===== src/rtl/aes_stream_sink.sv =====
`default_nettype none
// ============================================================================
// Module   : aes_stream_sink
// Brief    : Collects 32-bit stream words into 128-bit AES blocks and hands
//            each block downstream over a valid/ready port.
// Revision : 1.0
// ============================================================================
module aes_stream_sink #(
    parameter int DATA_WIDTH      = 32,
    parameter int WORDS_PER_BLOCK = 4,
    parameter int CNT_WIDTH       = 16
) (
    input  logic                                  clk_i,
    input  logic                                  rst_ni,
    input  logic                                  clear_i,
    input  logic                                  start_i,
    input  logic [CNT_WIDTH-1:0]                  nblocks_i,
    input  logic                                  d_valid_i,
    input  logic [DATA_WIDTH-1:0]                 d_data_i,
    input  logic [DATA_WIDTH/8-1:0]               d_strb_i,
    output logic                                  d_ready_o,
    output logic                                  blk_valid_o,
    output logic [DATA_WIDTH*WORDS_PER_BLOCK-1:0] blk_data_o,
    input  logic                                  blk_ready_i,
    output logic                                  busy_o,
    output logic                                  done_o,
    output logic [CNT_WIDTH-1:0]                  blk_cnt_o,
    output logic                                  strb_err_o
);

    localparam int IDX_WIDTH = (WORDS_PER_BLOCK > 1) ? $clog2(WORDS_PER_BLOCK) : 1;
    localparam logic [IDX_WIDTH-1:0] C_LAST_IDX = IDX_WIDTH'(WORDS_PER_BLOCK - 1);

    typedef enum logic [1:0] {
        S_IDLE    = 2'd0,
        S_COLLECT = 2'd1,
        S_OUTPUT  = 2'd2,
        S_DONE    = 2'd3
    } state_t;

    state_t                                r_state;
    state_t                                w_state_next;
    logic [IDX_WIDTH-1:0]                  r_word_idx;
    logic [CNT_WIDTH-1:0]                  r_nblocks;
    logic [CNT_WIDTH-1:0]                  r_blk_cnt;
    logic                                  r_strb_err;
    logic [DATA_WIDTH*WORDS_PER_BLOCK-1:0] r_blk_data;

    logic                 w_start;
    logic                 w_word_xfer;
    logic                 w_blk_xfer;
    logic                 w_last_word;
    logic [CNT_WIDTH-1:0] w_cnt_inc;

    assign w_start     = (r_state == S_IDLE) && start_i;
    assign w_word_xfer = (r_state == S_COLLECT) && d_valid_i;
    assign w_blk_xfer  = (r_state == S_OUTPUT) && blk_ready_i;
    assign w_last_word = (r_word_idx == C_LAST_IDX);
    assign w_cnt_inc   = r_blk_cnt + CNT_WIDTH'(1);

    always_ff @(posedge clk_i or negedge rst_ni) begin
        if (!rst_ni) begin
            r_state <= S_IDLE;
        end else begin
            r_state <= w_state_next;
        end
    end

    always_comb begin
        w_state_next = r_state;
        if (clear_i) begin
            w_state_next = S_IDLE;
        end else begin
            case (r_state)
                S_IDLE: begin
                    if (start_i) begin
                        w_state_next = (nblocks_i == '0) ? S_DONE : S_COLLECT;
                    end
                end
                S_COLLECT: begin
                    if (w_word_xfer && w_last_word) begin
                        w_state_next = S_OUTPUT;
                    end
                end
                S_OUTPUT: begin
                    if (w_blk_xfer) begin
                        w_state_next = (w_cnt_inc == r_nblocks) ? S_DONE : S_COLLECT;
                    end
                end
                S_DONE:  w_state_next = S_IDLE;
                default: w_state_next = S_IDLE;
            endcase
        end
    end

    // Clear drops any word or block handshaking in the same cycle.
    always_ff @(posedge clk_i or negedge rst_ni) begin
        if (!rst_ni) begin
            r_word_idx <= '0;
            r_nblocks  <= '0;
            r_blk_cnt  <= '0;
            r_strb_err <= 1'b0;
            r_blk_data <= '0;
        end else if (clear_i) begin
            r_word_idx <= '0;
            r_nblocks  <= '0;
            r_blk_cnt  <= '0;
            r_strb_err <= 1'b0;
            r_blk_data <= '0;
        end else begin
            if (w_start) begin
                r_nblocks  <= nblocks_i;
                r_blk_cnt  <= '0;
                r_strb_err <= 1'b0;
                r_word_idx <= '0;
            end
            if (w_word_xfer) begin
                r_blk_data[r_word_idx*DATA_WIDTH +: DATA_WIDTH] <= d_data_i;
                r_word_idx <= w_last_word ? '0 : r_word_idx + IDX_WIDTH'(1);
                if (d_strb_i != '1) begin
                    r_strb_err <= 1'b1;
                end
            end
            if (w_blk_xfer) begin
                r_blk_cnt <= w_cnt_inc;
            end
        end
    end

    assign d_ready_o   = (r_state == S_COLLECT);
    assign blk_valid_o = (r_state == S_OUTPUT);
    assign busy_o      = (r_state != S_IDLE);
    assign done_o      = (r_state == S_DONE);
    assign blk_data_o  = r_blk_data;
    assign blk_cnt_o   = r_blk_cnt;
    assign strb_err_o  = r_strb_err;

endmodule
`default_nettype wire


===== config.mk =====
export PLATFORM = sky130hd
export DESIGN_NAME = aes_stream_sink
export DESIGN_NICKNAME = d
export VERILOG_FILES = /design/src/rtl/aes_stream_sink.sv
export SDC_FILE = /design/constraint.sdc
export NUM_CORES = 1
export LEC_CHECK = 0
export ABC_AREA = 1
export ABC_CLOCK_PERIOD_IN_PS = 2500
export CAP_MARGIN = 10
export CORE_MARGIN = 2
export CORE_UTILIZATION = 45
export DETAILED_ROUTE_END_ITERATION = 7
export PLACE_DENSITY = 0.75
export SYNTH_ARGS = -nofsm -noshare
export SYNTH_HDL_FRONTEND = slang
export SYNTH_SLANG_ARGS = --single-unit

===== constraint.sdc =====
create_clock -name clk_i -period 2.5 [get_ports clk_i]
set_input_delay 0.375 -clock clk_i [delete_from_list [all_inputs] [get_ports clk_i]]
set_output_delay 0.375 -clock clk_i [all_outputs]
set_load 0.02 [all_outputs]

==> run summary, run 1 <==
Status - finished, final reports clean
PortBufs - 206
RSZ-0062 raised after global routing - false
Max-slew violation count - 0
Global Route Usage Sum - 0.266
Met2 Use GR - 0.418
Hold depth - 2
Seq/Total Area, Yosys - 0.535
Crit start category - flop
Starting density of the core - 0.462
Clock slew at reported path FFs - 0.06 ns
DP HPWL - 16.7 mm
Met3 GRT Util - 0.101
Worst Setup End Kind - primary output
Period utilization - 0.848
CTS tree - yes
Die Y - 135 microns
Clk buf depth - 2
Synthesized area - 0.00772 sq mm
Dpl cells - 1326
Total CTS buffers - 17
DRC Markers - 0
Die width - 135 microns
Commonest cells in the synthesized netlist - nand2_1 (210), dfrtp_1 (165), inv_1 (126)
PD cells - 614 mW/mm^2
Max-Cap Viols - 0
P&R area growth vs syn - 38.2%
Clock Latency Late Sink - 0.43 ns
CTS HTree Levels - 4
# rows - 47
GRT overflow - 0
Number of antenna violations at the first check in global routing - 0
Post-CTS Setup Bufs - 0
WP data arrival - 1.74 ns
I/O pin count - 207
HP Class - flop to flop
Routed WL per cell - 17.3 microns
Share of cells above drive strength 1 - 0.0720
R2R Setup Slk - 0.42 ns
Post-synth EDFFs - 0
Fmax - 472 MHz
Via density - 5.28
Number of cells on the worst reg-to-reg path - 8
Met1 Use GR - 0.349
Syn nets - 991
Slew @ Worst Pin - 0.843 ns
CORE AREA - 0.0167 sq mm
DRT Wirelength - 23.5 mm
Most common flop cell mapped by yosys - dfrtp_1
GP Congestion - 0.904
Clk sink count - 165
Top-count cell post-synth - nand2_1
Unique masters post-synth - 34
Post-synth ARST share - 1.00
Largest net degree at the start of global routing - 67
Setup tns final - 0 ns
P_leak - 4.88 nW
Avg Cell Area, Syn - 8.32 sq um
Data required, critical path - 2.12 ns
Hold path start - blk_data_o[74]$_DFFE_PN0P_
DR iter-0 viols - 483
Leading area contributor after synthesis - dfrtp_1
Nets - 1189
TritonRoute pass-1 iters - 7
Fillcell total - 1431
Routed Antenna Nets - 0
Die ar. - 0.0182 sq mm
DR vias - 7182
# hold bufs at CTS - 1
Final setup violation count - 0
Worst-case headroom to the max-slew limit - 0.436
Endpoints failing hold - 0
Fin worst setup slack - 0.380 ns
Post-Place Worst Slack - 0.0533 ns
Cells after synthesis - 928
Global-route wire length before repair - 37.8 mm
CP startpoint - r_state[0]$_DFFE_PN0P_
Antenna diode count - 0
CTS resizes - 0
FF-to-FF Start - r_word_idx[0]$_DFFE_PN0P_
Syn. warnings - 0
Peak supply drop - 506 uV
Crit path max fanout - 5
Vias in the first global route - 7007
Minimum clock period - 2.12 ns
Yosys reg bits - 165
Synth top area share - 0.535
CP Class - flop to primary output
Busiest grt layer - met2
Post-Layout Cell Count - 1359
Setup Skew - 0.0105 ns
Root Driver - clkbuf_16
Largest cells by area after synthesis - dfrtp_1 (53%), nand2_1 (10%), nand3_1 (8.1%)
power breakdown:
part | switching, W | internal, W
combinational | 0.000672 | 0.000430
sequential | 0.0000899 | 0.00280
clock | 0.00114 | 0.00143
logic make-up (layout without fill, tap and decap cells):
group           count (synthesis)  count (layout)  share of synthesized area
flops                         165             165                      0.535
compound gates                148             148                      0.110
fa+ha+maj                       5               5                    0.00810
xor+xnor                        4               4                    0.00810
buf+inv                       178             389                     0.0914
simple gates                  428             428                      0.248
area by class of cell:
class	instances	area (sq um)	share of cell area
flip-flops and latches	165	4130	0.387
repair buffers	226	2290	0.215
inverters	131	494	0.0463
clock buffers	22	494	0.0463
well taps	220	275	0.0258
clock inverters	10	85.1	0.00797
multi-input cells	585	2910	0.272
layout by cell type, fill, tap and decap left out, types with 10 or more instances in the layout:
cell type / instances
o21ai_0: 76
clkbuf_16: 17
clkdlybuf4s50_1: 205
o22ai_1: 15
o31ai_1: 10
nand3_1: 125
buf_4: 13
dfrtp_1: 165
nand2_1: 210
nand4_1: 21
a21oi_1: 30
nor2_1: 47
inv_1: 126
routing by layer:
metal / part of all wire / wire [microns]
met1: 0.42 / 9850
met2: 0.47 / 10900
met3: 0.099 / 2330
met4: 0.015 / 352
met5: 0 / 0
sequential cells by signal, summed over array words and instances, names as in the netlist:
signal,count
blk_cnt_o,16
blk_data_o,128
r_nblocks,16
r_state,2
r_word_idx,2
strb_err_o,1
per-stage QoR:
step	power (W)	cell area [sq um]	hold WS, ns	utilization
after floorplan	0.00345	7720	0.0794	-
after global placement	0.00403	10100	0.420	0.604
after detailed placement	0.00403	10100	0.421	0.604
after CTS	0.00659	10700	0.488	0.639
after global routing	0.00682	10700	0.512	0.639
final	0.00656	10700	0.484	0.639
critical path: stages, from the launching register on:
cell and delay (ns):
dfrtp_1 0.43, inv_2 0.08, nand2_1 0.08, inv_1 0.12
clkdlybuf4s50_1 0.62
path summary, 6_finish.rpt:
check | to
hold / removal | blk_data_o[74]$_DFFE_PN0P_
hold reg to reg | blk_data_o[74]$_DFFE_PN0P_
min in group asynchronous | blk_cnt_o[2]$_DFFE_PN0P_
setup / recovery | blk_valid_o
setup reg to reg | blk_data_o[31]$_DFFE_PN0P_
max in group asynchronous | blk_data_o[114]$_DFFE_PN0P_
No activity file was read; power rests on OpenSTA's default activity.
==> inputs of run 2 (changes only) <==
Settings changed: ABC_CLOCK_PERIOD_IN_PS 2500 to 1880, CORE_UTILIZATION 45 to 44, PLACE_DENSITY 0.75 to 0.77.
Clock period 2.5 ns to 1.88 ns, I/O delays scaled along.
==> run 2 against run 1 <==
- sequential power grew 33%
- die area grew 2.2%
- critical path depth shrank 3
- wire length grew 5.6%
- via count grew 4.1%
- combinational power grew 41%
- count of clock-buffer cells in the layout shrank 1
- final cell count grew 2.9%
- first-iteration DRC count grew 20%
- critical endpoint is now blk_cnt_o[13]
- highest routed layer unchanged
==> run summary, run 2 (synthesis results as in run 1) <==
Largest net degree at the start of global routing - 49
Slew @ Worst Pin - 0.482 ns
WP data arrival - 1.58 ns
Die ar. - 0.0186 sq mm
PnR Total Power - 0.00883 W
Vias in the first global route - 7125
Crit path depth - 1
Status - finished, final reports clean
Crit path buffers/inverters - 1
CTS tree - yes
Fillcell total - 1388
Max-Cap Viols - 0
Finished Cell Area - 0.0111 sq mm
Sequential cell fraction of total power - 0.436
Share of cells above drive strength 1 - 0.108
TritonRoute pass-1 iters - 5
# rows - 48
I/O pin count - 207
Max reg flops - 128
Number of cells on the worst reg-to-reg path - 15
Root Driver - clkbuf_16
P_leak - 5.15 nW
CTS HTree Levels - 4
Via density - 5.35
Total CTS buffers - 17
Fmax - 536 MHz
Period utilization - 0.993
Die width - 136 microns
Reg area - 0.00413 sq mm
Max-slew violation count - 0
DR iter-0 viols - 580
Starting density of the core - 0.448
DRT Wirelength - 24.8 mm
Clk sink count - 165
RSZ-0062 raised after global routing - true
Fin worst setup slack - 0.0140 ns
Peak per-stage delay on the critical path - 0.66 ns
Internal power - 0.00629 W
CP top delay family - buffers and inverters
Switch Pwr - 0.00253 W
CP cell instances - clkdlybuf4s50_1
Minimum clock period - 1.87 ns
GRT overflow - 0
Routed Antenna Nets - 0
Worst-case headroom to the max-slew limit - 0.679
Crit start category - flop
Commonest non-fill, non-tap cell in the layout - nand2_1
Worst Setup End Kind - primary output
DP Area - 0.0104 sq mm
DP HPWL - 17.8 mm
Global Route Usage Sum - 0.268
Data required, critical path - 1.60 ns
Final setup violation count - 0
Clk buf depth - 2
Die Y - 136 microns
GP Congestion - 0.880
Peak supply drop - 674 uV
CP Class - flop to primary output
Clk network pwr share - 0.388
Clock Latency Late Sink - 0.43 ns
Global-route wire length before repair - 38.0 mm
DRC Markers - 0
Number of antenna violations at the first check in global routing - 0
Routed WL per cell - 17.7 microns
HP Class - input pin to asynchronous set/reset pin
Post-Place Worst Slack - -0.0681 ns
PortBufs - 206
Nets - 1223
CORE AREA - 0.0172 sq mm
DR vias - 7480
Comb power frac - 0.175
Crit path max fanout - 5
Endpoints failing hold - 0
Sw frac - 0.287
Critical path's slowest cell - clkdlybuf4s50_1
Multi-input logic area - 0.00296 sq mm
Most frequent cells in the layout - nand2_1 (208), clkdlybuf4s50_1 (198), dfrtp_1 (165)
PD cells - 794 mW/mm^2
Clock slew at reported path FFs - 0.07 ns
Setup Skew - 0.00914 ns
Antenna diode count - 0
P&R area growth vs syn - 43.9%
-- run 2: cell types whose count changed in the layout (fill, tap and decap cells not counted), moves of 4 or more --
| cell | previous run | this run |
|---|---|---|
| dlymetal6s2s_1 | 0 | 4 |
| clkdlybuf4s50_1 | 205 | 198 |
| buf_4 | 13 | 37 |
| buf_12 | 6 | 13 |
| nor2_1 | 47 | 42 |
| nor2_2 | 5 | 9 |
-- run 2: through the flow --
step | std cells | util | setup TNS (ns) | hold slack [ns]
after floorplan | 928 | - | 0 | -0.0136
after global placement | 1358 | 0.602 | 0 | 0.257
after detailed placement | 1358 | 0.602 | -0.222 | 0.259
after CTS | 1391 | 0.635 | 0 | 0.376
after global routing | 1398 | 0.645 | -0.639 | 0.411
final | 1398 | 0.645 | 0 | 0.362
-- run 2: final cells by class --
type                    instances  share of cell area
well taps                     225              0.0253
inverters                     131              0.0445
multi-input cells             585               0.266
clock inverters                11              0.0104
flip-flops and latches        165               0.371
clock buffers                  21              0.0414
repair buffers                260               0.241
-- run 2: power groups by stage --
| stage | registers (W) | logic (W) | clock network (W) |
|---|---|---|---|
| global placement | 0.00391 | 0.00150 | 0 |
| detailed placement | 0.00391 | 0.00152 | 0 |
| floorplan | 0.00406 | 0.000532 | 0 |
| CTS | 0.00385 | 0.00152 | 0.00345 |
| global route | 0.00387 | 0.00168 | 0.00362 |
| finish | 0.00385 | 0.00155 | 0.00343 |
-- run 2: metal layers --
| metal | vias to the layer above | track usage | share of wire |
|---|---|---|---|
| li1 | 3488 | - | - |
| met1 | 3583 | 0.342 | 0.40 |
| met2 | 354 | 0.430 | 0.48 |
| met3 | 55 | 0.0850 | 0.096 |
| met4 | 0 | 0.0926 | 0.028 |
| met5 | - | 0 | 0 |
-- run 2: final timing paths --
| check | from | to | slack, ns |
|---|---|---|---|
| min in group clk_i | blk_data_o[92]$_DFFE_PN0P_ | blk_data_o[92]$_DFFE_PN0P_ | 0.48 |
| max in group asynchronous | rst_ni | blk_data_o[6]$_DFFE_PN0P_ | 0.90 |
| worst max-delay path | blk_cnt_o[13]$_DFFE_PN0P_ | blk_cnt_o[13] | 0.01 |
| worst min register to register | blk_data_o[92]$_DFFE_PN0P_ | blk_data_o[92]$_DFFE_PN0P_ | 0.48 |
| worst min-delay path | rst_ni | r_nblocks[1]$_DFFE_PN0P_ | 0.36 |
| worst max register to register | blk_cnt_o[1]$_DFFE_PN0P_ | r_state[1]$_DFFE_PN0P_ | 0.04 |
-- run 2: what timing repair did --
item	CTS	global route
hold buffers	1	0
gates resized for setup	3	23
pin swaps	0	7
cloned	0	2
buffers inserted	0	5
setup endpoints to repair	3	50
endpoints found under the hold margin	42	0
==> inputs of run 3 (changes only) <==
Settings changed: CTS_CLUSTER_SIZE set to 25.
==> results of run 3 <==
Final layout, timing and power as in run 2 (identical DEF).
